<file path="src/rtl/ps2_key_event_ctrl.sv">
// PS/2 scan-code sequencer: resolves E0/F0/E1 prefixes into key events, tracks Shift/Caps Lock,
// buffers events in a FWFT FIFO. Optional typematic repeat filter: PS2_TYPEMATIC_FILTER_EN.
module ps2_key_event_ctrl #(
   parameter int unsigned DEPTH       = 8,
   parameter int unsigned TIMEOUT_CYC = 100000
) (
   input  logic       clk_i,
   input  logic       rst_i,
   input  logic [7:0] rx_byte_i,
   input  logic       rx_valid_i,
   output logic [9:0] ev_data_o,
   output logic       ev_valid_o,
   input  logic       ev_ready_i,
   output logic       shift_held_o,
   output logic       caps_lock_o,
   output logic       seq_err_o,
   output logic       ovf_o,
   input  logic       ovf_clr_i
);

   localparam int unsigned AW = (DEPTH > 1) ? $clog2(DEPTH) : 1;
   localparam int unsigned CW = AW + 1;
   localparam int unsigned TW = (TIMEOUT_CYC > 1) ? $clog2(TIMEOUT_CYC) : 1;
   localparam logic [CW-1:0] FULL_CNT = CW'(DEPTH);
   localparam logic [TW-1:0] TMO_LAST = TW'(TIMEOUT_CYC - 1);

   typedef enum logic [2:0] {StIdle, StExt, StBrk, StExtBrk, StSkip} state_e;

   state_e        state_q, state_d;
   logic [2:0]    skip_q, skip_d;
   logic [TW-1:0] tmo_q, tmo_d;
   logic          seq_err_q;
   logic          timeout;
   logic          emit;
   logic [9:0]    emit_word;

   logic          lshift_q, lshift_d;
   logic          rshift_q, rshift_d;
   logic          caps_held_q, caps_held_d;
   logic          caps_q, caps_d;
   logic          is_mod, suppress, push;

`ifdef PS2_TYPEMATIC_FILTER_EN
   logic          held_v_q, held_v_d;
   logic [8:0]    held_key_q, held_key_d;
`endif

   logic [9:0]    mem_q [DEPTH];
   logic [AW-1:0] wr_ptr_q, rd_ptr_q;
   logic [CW-1:0] cnt_q, cnt_d;
   logic          ovf_q;
   logic          full, pop, do_push;

   // Prefix decode; a byte completing a sequence is emitted in the same cycle it arrives.
   always_comb begin
      state_d   = state_q;
      skip_d    = skip_q;
      emit      = 1'b0;
      emit_word = {2'b00, rx_byte_i};
      timeout   = 1'b0;
      if (rx_valid_i) begin
         unique case (state_q)
            StIdle: begin
               case (rx_byte_i)
                  8'hE0: state_d = StExt;
                  8'hF0: state_d = StBrk;
                  8'hE1: begin
                     state_d = StSkip;
                     skip_d  = 3'd7;
                  end
                  8'hAA, 8'hFA, 8'hEE, 8'hFE, 8'h00, 8'hFF: begin
                  end
                  default: emit = 1'b1;
               endcase
            end
            StExt: begin
               if (rx_byte_i == 8'hF0) begin
                  state_d = StExtBrk;
               end else begin
                  emit      = 1'b1;
                  emit_word = {2'b01, rx_byte_i};
                  state_d   = StIdle;
               end
            end
            StBrk: begin
               emit      = 1'b1;
               emit_word = {2'b10, rx_byte_i};
               state_d   = StIdle;
            end
            StExtBrk: begin
               emit      = 1'b1;
               emit_word = {2'b11, rx_byte_i};
               state_d   = StIdle;
            end
            StSkip: begin
               if (skip_q == 3'd1) begin
                  emit      = 1'b1;
                  emit_word = {2'b00, 8'hE1};
                  state_d   = StIdle;
               end else begin
                  skip_d = skip_q - 3'd1;
               end
            end
            default: state_d = StIdle;
         endcase
      end else if (state_q != StIdle && tmo_q == TMO_LAST) begin
         state_d = StIdle;
         timeout = 1'b1;
      end
      if (rx_valid_i || state_q == StIdle || timeout) begin
         tmo_d = '0;
      end else begin
         tmo_d = tmo_q + TW'(1);
      end
   end

   assign is_mod = !emit_word[8] &&
                   (emit_word[7:0] == 8'h12 || emit_word[7:0] == 8'h59 || emit_word[7:0] == 8'h58);

   always_comb begin
      lshift_d    = lshift_q;
      rshift_d    = rshift_q;
      caps_held_d = caps_held_q;
      caps_d      = caps_q;
      suppress    = 1'b0;
      if (emit && is_mod) begin
         case (emit_word[7:0])
            8'h12: lshift_d = !emit_word[9];
            8'h59: rshift_d = !emit_word[9];
            default: begin
               if (emit_word[9]) begin
                  caps_held_d = 1'b0;
               end else if (!caps_held_q) begin
                  caps_held_d = 1'b1;
                  caps_d      = !caps_q;
               end
            end
         endcase
      end
`ifdef PS2_TYPEMATIC_FILTER_EN
      held_v_d   = held_v_q;
      held_key_d = held_key_q;
      if (emit && !emit_word[9]) begin
         if (is_mod) begin
            suppress = (emit_word[7:0] == 8'h12 && lshift_q) ||
                       (emit_word[7:0] == 8'h59 && rshift_q) ||
                       (emit_word[7:0] == 8'h58 && caps_held_q);
         end else if (held_v_q && held_key_q == emit_word[8:0]) begin
            suppress = 1'b1;
         end else begin
            held_v_d   = 1'b1;
            held_key_d = emit_word[8:0];
         end
      end else if (emit && !is_mod && held_v_q && held_key_q == emit_word[8:0]) begin
         held_v_d = 1'b0;
      end
`endif
   end

   assign push = emit && !suppress;

   always_ff @(posedge clk_i) begin
      if (rst_i) begin
         state_q     <= StIdle;
         skip_q      <= '0;
         tmo_q       <= '0;
         seq_err_q   <= 1'b0;
         lshift_q    <= 1'b0;
         rshift_q    <= 1'b0;
         caps_held_q <= 1'b0;
         caps_q      <= 1'b0;
`ifdef PS2_TYPEMATIC_FILTER_EN
         held_v_q    <= 1'b0;
         held_key_q  <= '0;
`endif
      end else begin
         state_q     <= state_d;
         skip_q      <= skip_d;
         tmo_q       <= tmo_d;
         seq_err_q   <= timeout;
         lshift_q    <= lshift_d;
         rshift_q    <= rshift_d;
         caps_held_q <= caps_held_d;
         caps_q      <= caps_d;
`ifdef PS2_TYPEMATIC_FILTER_EN
         held_v_q    <= held_v_d;
         held_key_q  <= held_key_d;
`endif
      end
   end

   // FIFO: a push into a full FIFO still succeeds when the head is popped in the same cycle.
   assign ev_valid_o = (cnt_q != '0);
   assign full       = (cnt_q == FULL_CNT);
   assign pop        = ev_valid_o && ev_ready_i;
   assign do_push    = push && (!full || pop);

   always_comb begin
      cnt_d = cnt_q;
      if (do_push && !pop) begin
         cnt_d = cnt_q + CW'(1);
      end else if (!do_push && pop) begin
         cnt_d = cnt_q - CW'(1);
      end
   end

   always_ff @(posedge clk_i) begin
      if (do_push) begin
         mem_q[wr_ptr_q] <= emit_word;
      end
   end

   always_ff @(posedge clk_i) begin
      if (rst_i) begin
         wr_ptr_q <= '0;
         rd_ptr_q <= '0;
         cnt_q    <= '0;
         ovf_q    <= 1'b0;
      end else begin
         if (do_push) begin
            wr_ptr_q <= wr_ptr_q + AW'(1);
         end
         if (pop) begin
            rd_ptr_q <= rd_ptr_q + AW'(1);
         end
         cnt_q <= cnt_d;
         if (push && full && !pop) begin
            ovf_q <= 1'b1;
         end else if (ovf_clr_i) begin
            ovf_q <= 1'b0;
         end
      end
   end

   assign ev_data_o    = ev_valid_o ? mem_q[rd_ptr_q] : 10'h000;
   assign shift_held_o = lshift_q | rshift_q;
   assign caps_lock_o  = caps_q;
   assign seq_err_o    = seq_err_q;
   assign ovf_o        = ovf_q;

endmodule

</file>
<file path="config.mk">
export PLATFORM = sky130hd
export DESIGN_NAME = ps2_key_event_ctrl
export DESIGN_NICKNAME = d
export VERILOG_FILES = /design/src/rtl/ps2_key_event_ctrl.sv
export SDC_FILE = /design/constraint.sdc
export NUM_CORES = 1
export LEC_CHECK = 0
export BUFFER_PORTS_ARGS = -buffer_cell sky130_fd_sc_hd__buf_2
export CAP_MARGIN = 25
export CORE_ASPECT_RATIO = 0.8
export CORE_UTILIZATION = 55
export CTS_CLUSTER_SIZE = 10
export DETAILED_ROUTE_END_ITERATION = 6
export PLACE_DENSITY = 0.78
export SLEW_MARGIN = 0
export SYNTH_ARGS = -nofsm -noshare
export SYNTH_HDL_FRONTEND = slang
export SYNTH_SLANG_ARGS = --single-unit
</file>
<file path="constraint.sdc">
create_clock -name clk_i -period 3.1 [get_ports clk_i]
set_input_delay 0.31 -clock clk_i [delete_from_list [all_inputs] [get_ports clk_i]]
set_output_delay 0.31 -clock clk_i [all_outputs]
set_load 0.005 [all_outputs]
</file>
## Word-level counts from Yosys, hierarchy flattened

Memories as Yosys holds them, arrays and structs flattened. A register that Yosys moved wholly into a read port is not among the register bits.
Cells that the tools add are included.

- Register bits: 39
- Memory bits (writable): 80
- Input bits: 13
- Output and inout bits: 15
- Logic and storage cells: 113
- Memories: 1

Memories:

| memory | depth | bits a word | rd ports | clocked after memory_dff | write ports | line | RTL |
|---|---|---|---|---|---|---|---|
| mem_q | 8 | 10 | 1 | 1 | 1 | 48 | `logic [9:0] mem_q [DEPTH];` |

- Add/subtract/negate cells: 6
- Eq/ne operators: 22
- Multiplexer cells: 30
- Bitwise operators: 4
- Reductions and logical operators: 38

Operator list:

| cell | number |
|---|---|
| equality test 8 bit (second input constant) | 8 |
| case mux 10 bit (4 select lines) | 1 |
| two-way mux 3 bit | 7 |
| two-way mux 10 bit | 2 |
| case mux 3 bit (3 select lines) | 2 |
| adder 17 x 1 -> 17 bit (second input constant) | 1 |
| equality test 17 bit (second input constant) | 1 |
| equality test 8 x 7 -> 1 bit (second input constant) | 2 |
| two-way mux 1 bit | 11 |
| logical AND 1 bit | 9 |
| two-way mux 9 bit | 1 |
| OR reduction 9 bit | 1 |
| equality test 8 x 5 -> 1 bit (second input constant) | 1 |
| zero test 8 bit | 1 |
| two-way mux 4 bit | 2 |
| two-way mux 8 bit | 1 |
| AND reduction 4 bit | 2 |
| nonzero test 2 bit | 4 |
| adder 3 x 1 -> 3 bit (second input constant) | 2 |
| equality test 3 x 1 -> 1 bit (second input constant) | 2 |
| equality test 3 x 2 -> 1 bit (second input constant) | 2 |
| zero test 1 bit | 6 |
| case mux 3 bit (2 select lines) | 1 |
| AND reduction 2 bit | 3 |
| 19 further kinds | 27 |

## Logic depth before layout (Yosys ltp)

- Depth in word-level cells: 10
- Mapped depth: 15
- Mapped depth without buffers: 15

## Least setup slack after synthesis

OpenSTA, ideal clock, no wires.

- Path type: reg2reg
- Start: register state_q[1]
- End: register cnt_q[3]
- Library setup time: 0.070 ns
- Arrival: 2.761 ns
- Required time: 3.030 ns
- Slack: 0.269 ns
- Cell stages (with the launch flop): 16
- Path buffers: 1
- Period minus slack after synthesis: 2.831 ns
- Path through: dfxtp_1 clkbuf_1 nor3_1 a21boi_0 nand3_1 a31oi_1 nand2_1 inv_1 ha_1 inv_1 ha_1 a21o_1 a21oi_1 xnor2_1 or3_1 a21oi_1

- Word-level cells in the longest chain between the ends: 8
- Elaborated cells between the ends (all ways): 14
- Those cells by class: eq/ne: 4; mux: 3; reduce/logical: 7

Ends and longest elaborated chain:

| element | line | RTL |
|---|---|---|
| start: declaration | 29 | `state_e state_q, state_d;` |
| start signal: assignment | 164 | `state_q <= StIdle;` |
| start signal: assignment | 177 | `state_q <= state_d;` |
| equality test 3 x 2 -> 1 bit | 62 | `unique case (state_q)` |
| OR reduction 2 bit (no source line) | -- |  |
| case mux 1 bit (4 select lines) * | 62 |  |
| two-way mux 1 bit * | 61 | `if (rx_valid_i) begin` |
| logical AND 1 bit * | 196 | `assign do_push = push && (!full \|\| pop);` |
| named net do_push | 52 | `logic full, pop, do_push;` |
| zero test 1 bit | 202 | `end else if (!do_push && pop) begin` |
| logical AND 1 bit | 202 |  |
| nonzero test 2 bit (no source line) | -- |  |
| end signal: assignment | 226 | `cnt_q <= cnt_d;` |
| end: declaration | 50 | `logic [CW-1:0] cnt_q, cnt_d;` |

The timed path passes the listed nets; every way through them passes the cells marked *.
A chain may end at the register's enable or synchronous reset.

## Final worst setup path

- Start: register skip_q[0]
- End: register cnt_q[3]

- Word-level cells in the longest chain between the ends: 8
- Elaborated cells between the ends (all ways): 10
- Those cells by class: eq/ne: 1; mux: 4; reduce/logical: 5

Ends and longest elaborated chain:

| element | line | RTL |
|---|---|---|
| start: declaration | 30 | `logic [2:0] skip_q, skip_d;` |
| start signal: assignment | 178 | `skip_q <= skip_d;` |
| equality test 3 x 1 -> 1 bit * | 96 | `if (skip_q == 3'd1) begin` |
| two-way mux 1 bit * | 96 |  |
| case mux 1 bit (4 select lines) * | 62 |  |
| two-way mux 1 bit * | 61 |  |
| logical AND 1 bit * | 196 |  |
| named net do_push | 52 |  |
| zero test 1 bit | 202 |  |
| logical AND 1 bit | 202 |  |
| nonzero test 2 bit (no source line) | -- |  |

Marked as above.

==> metrics.txt <==
Reg2Reg Setup Slack=0.21 ns; clk buf depth=2; dpl cells=548; synth cell count leaders=edfxtp_1 (80), nor2_1 (55), dfxtp_1 (42), mux4_2 (20), nand2_1 (16); Tot GR Track Use=22.5%; Levels on crit path=14; CTS H-tree lvls=4; crit end category=flop; Yosys top cell area share=45.8%; Worst VDD drop=428 uV; post-synthesis cell area=5250 um^2; TritonCTS Sinks=122; via count=3439; Slew @ Worst Pin=0.666 ns; R2R Path End=cnt_q[3]; final antenna-violating net count=0; DIE WIDTH=111 um; status=finished with violations; CP arrival=3.22 ns; global-route layer with the greatest usage=met2; LEAKAGE=0.00222 uW; Max-slew headroom=55.5%; Power Density=777 nW/um^2; Yosys cell types=46; number of vias per cell=5.93; Hold Path Class=input pin to flop; Yosys top cell by area=edfxtp_1; ranking of synthesized cells by area=edfxtp_1 (46%), dfxtp_1 (16%), mux4_2 (8.6%); crit path from=skip_q[0]; Final Max Slew Viols=0; die area=9940 um^2; Post-Syn Nets=422; Initial Utilization=57.3%; Iter 0 DRT Violations=196; Worst Clk Skew=0.0124 ns; setup bufs post-CTS=0; layout cells sized above 1=25.6%; # IOs=28; max incr delay on CP=0.38 ns; CP delay by family, top=compound AO/OA/AOI/OAI gates; Cell Count, Final, Fillers Out=580; # DRC=2; max-cap violation count=0; Area Overhead vs Synth=19.2%; #FFs+latches synth=122; setup TNS=0 ns; Async SR Flop Fraction=0%; CTS Buf Count=17; Slowest-stage cell, CP=dfxtp_1; hold slack=0.170 ns; first-pass GRT wire length=16.5 mm; Rows=31; Mapped Cells=400; core outline area=9150 um^2; port bufs=27; Routed WL per cell=18.1 um; grt total ovfl=0; largest net degree at the start of global routing=29; Final nets=474; failing checks=design-rule violations; WS Path Type=flop to flop; Antenna Cells=0; final wirelength=10.5 mm; vias in the first global route=3216; CTS tree=yes; register area share after synthesis=61.8%; EDFF count, synth=80; Worst-path clk slew=0.06 ns; Initial DRT Pass Iterations=6; Most used DFF post-synth=edfxtp_1; Crit Path Max Fanout=4; clock latency on the worst-skew pair=0.41 ns; met2 Use GR=37.3%; Final Critical Period=2.89 ns; Worst R2R Start=skip_q[0]; Reg2Reg Depth=14; met1 Use GR=28.8%; count of final hold-check violations=0; gpl congestion=0.822; final setup violation count=0; critical path, cell by cell=ha_1 > nor2b_1 > a21oi_1 > a31oi_1 > nand2_1 > inv_1 > ha_1 > inv_1 > ha_1 > a21o_1 > a21oi_1 > xnor2_1 > or3_1 > a21oi_1; WP data required=3.43 ns; met3 Resource Use GR=6.03%; Warnings, synthesis=0; RSZ-0062 raised after global routing=false; mean area per synthesized cell=13.1 um^2; top-count cell post-synth=edfxtp_1; initial antenna violation count=0; period utilization=93.4%; CP Buf/Inv Count=2; Die Ht=89.4 um; Root Driver=clkbuf_16; Critical Path Sink=cnt_q[3]; post-DP HPWL=6.83 mm; fmax=0.346 GHz; Pwr Total=4860 uW; Critical Path Source Type=flop
-- per-stage QoR --
stage          instance area (um^2)  setup slack, ns  util, %
6_report                       6250            0.206     68.3
4_1_cts                        6240           0.0303     68.2
3_3_place_gp                   5640            0.203     61.6
2_1_floorplan                  5250            0.269        -
3_5_place_dp                   5640           0.0281     61.6
5_1_grt                        6250          0.00268     68.3
-- layout by cell type, fill, tap and decap left out, types with 2 or more instances in the layout --
master / instances
buf_4: 22
xor2_1: 14
nand4_1: 6
nand2_1: 16
a31oi_1: 2
xnor2_1: 6
a21oi_1: 13
ha_1: 8
nor3_1: 8
nand2b_1: 8
or3_1: 2
inv_8: 3
mux4_2: 20
nor4_2: 2
inv_6: 6
edfxtp_1: 80
a211oi_1: 5
nand3b_1: 3
inv_1: 9
or4_1: 3
clkbuf_16: 17
nor3b_1: 2
o21ai_0: 7
or2_2: 9
nor4_1: 2
clkinv_4: 2
mux2i_1: 12
bufinv_16: 2
and4_1: 3
clkinvlp_4: 2
nand3_1: 13
buf_2: 27
nor2_1: 55
nor2b_1: 10
a31o_2: 2
a311oi_1: 3
dfxtp_1: 42
and3_1: 3
-- how the worst min path moves through the flow --
stage / slack, ns / depth (start not counted) / to / start
after global routing: 0.21 / 3 / ovf_o / ovf_clr_i
after detailed placement: 0.46 / 1 / tmo_q[0] / tmo_q[0]
after floorplan: 0.43 / 1 / tmo_q[0] / tmo_q[0]
after global placement: 0.45 / 1 / tmo_q[0] / tmo_q[0]
after CTS: 0.15 / 3 / ovf_o / ovf_clr_i
final: 0.17 / 3 / ovf_o / ovf_clr_i
-- worst min-delay path, cell delays in order --
cell	delay, ns
buf_2	0.07
nand2b_1	0.09
a21oi_1	0.06
-- registers in the layout (all words and copies together) (netlist names), named ones only --
register     count
tmo_q           17
caps_lock_o      1
ovf_o            1
wr_ptr_q         3
cnt_q            4
lshift_q         1
caps_held_q      1
mem_q           80
skip_q           3
rd_ptr_q         3
state_q          3
seq_err_o        1
rshift_q         1
-- kinds of logic after synthesis --
group           after synthesis  share of synthesized area (%)
compound gates               38                           4.63
xor+xnor                     20                           3.34
fa+ha+maj                     9                           2.29
buf+inv                      25                           1.86
flops                       122                           61.8
mux                          32                           10.9
simple gates                154                           15.2
-- where the power goes --
part / switching, uW / internal, uW / total, uW
Sequential: 68.0 / 1820 / 1890
Combinational: 498 / 477 / 975
Clock: 777 / 1220 / 1990
Total: 1340 / 3510 / 4860
-- per-layer routing --
| layer | up-vias | share of wire [%] | routed length [um] |
|---|---|---|---|
| met3 | 16 | 6.2 | 653 |
| met2 | 124 | 48 | 5080 |
| met5 | - | 0 | 0 |
| met4 | 0 | 1.4 | 151 |
| li1 | 1606 | - | - |
| met1 | 1693 | 44 | 4610 |
-- cell type report --
type,instances,area [um^2]
Multi-Input combinational cell,253,1930
Clock buffer,17,425
Tap cell,115,144
Timing Repair Buffer,49,300
Clock inverter,15,179
Inverter,9,33.8
Fill cell,619,2900
Sequential cell,122,3240
-- repair_timing --
action                                 4_1_cts  5_1_grt
setup endpoints to repair                    0        1
endpoints found under the hold margin        0        0
gates resized for setup                      0        3
hold buffers                                 0        0
Power figures use the tool's default switching activity.
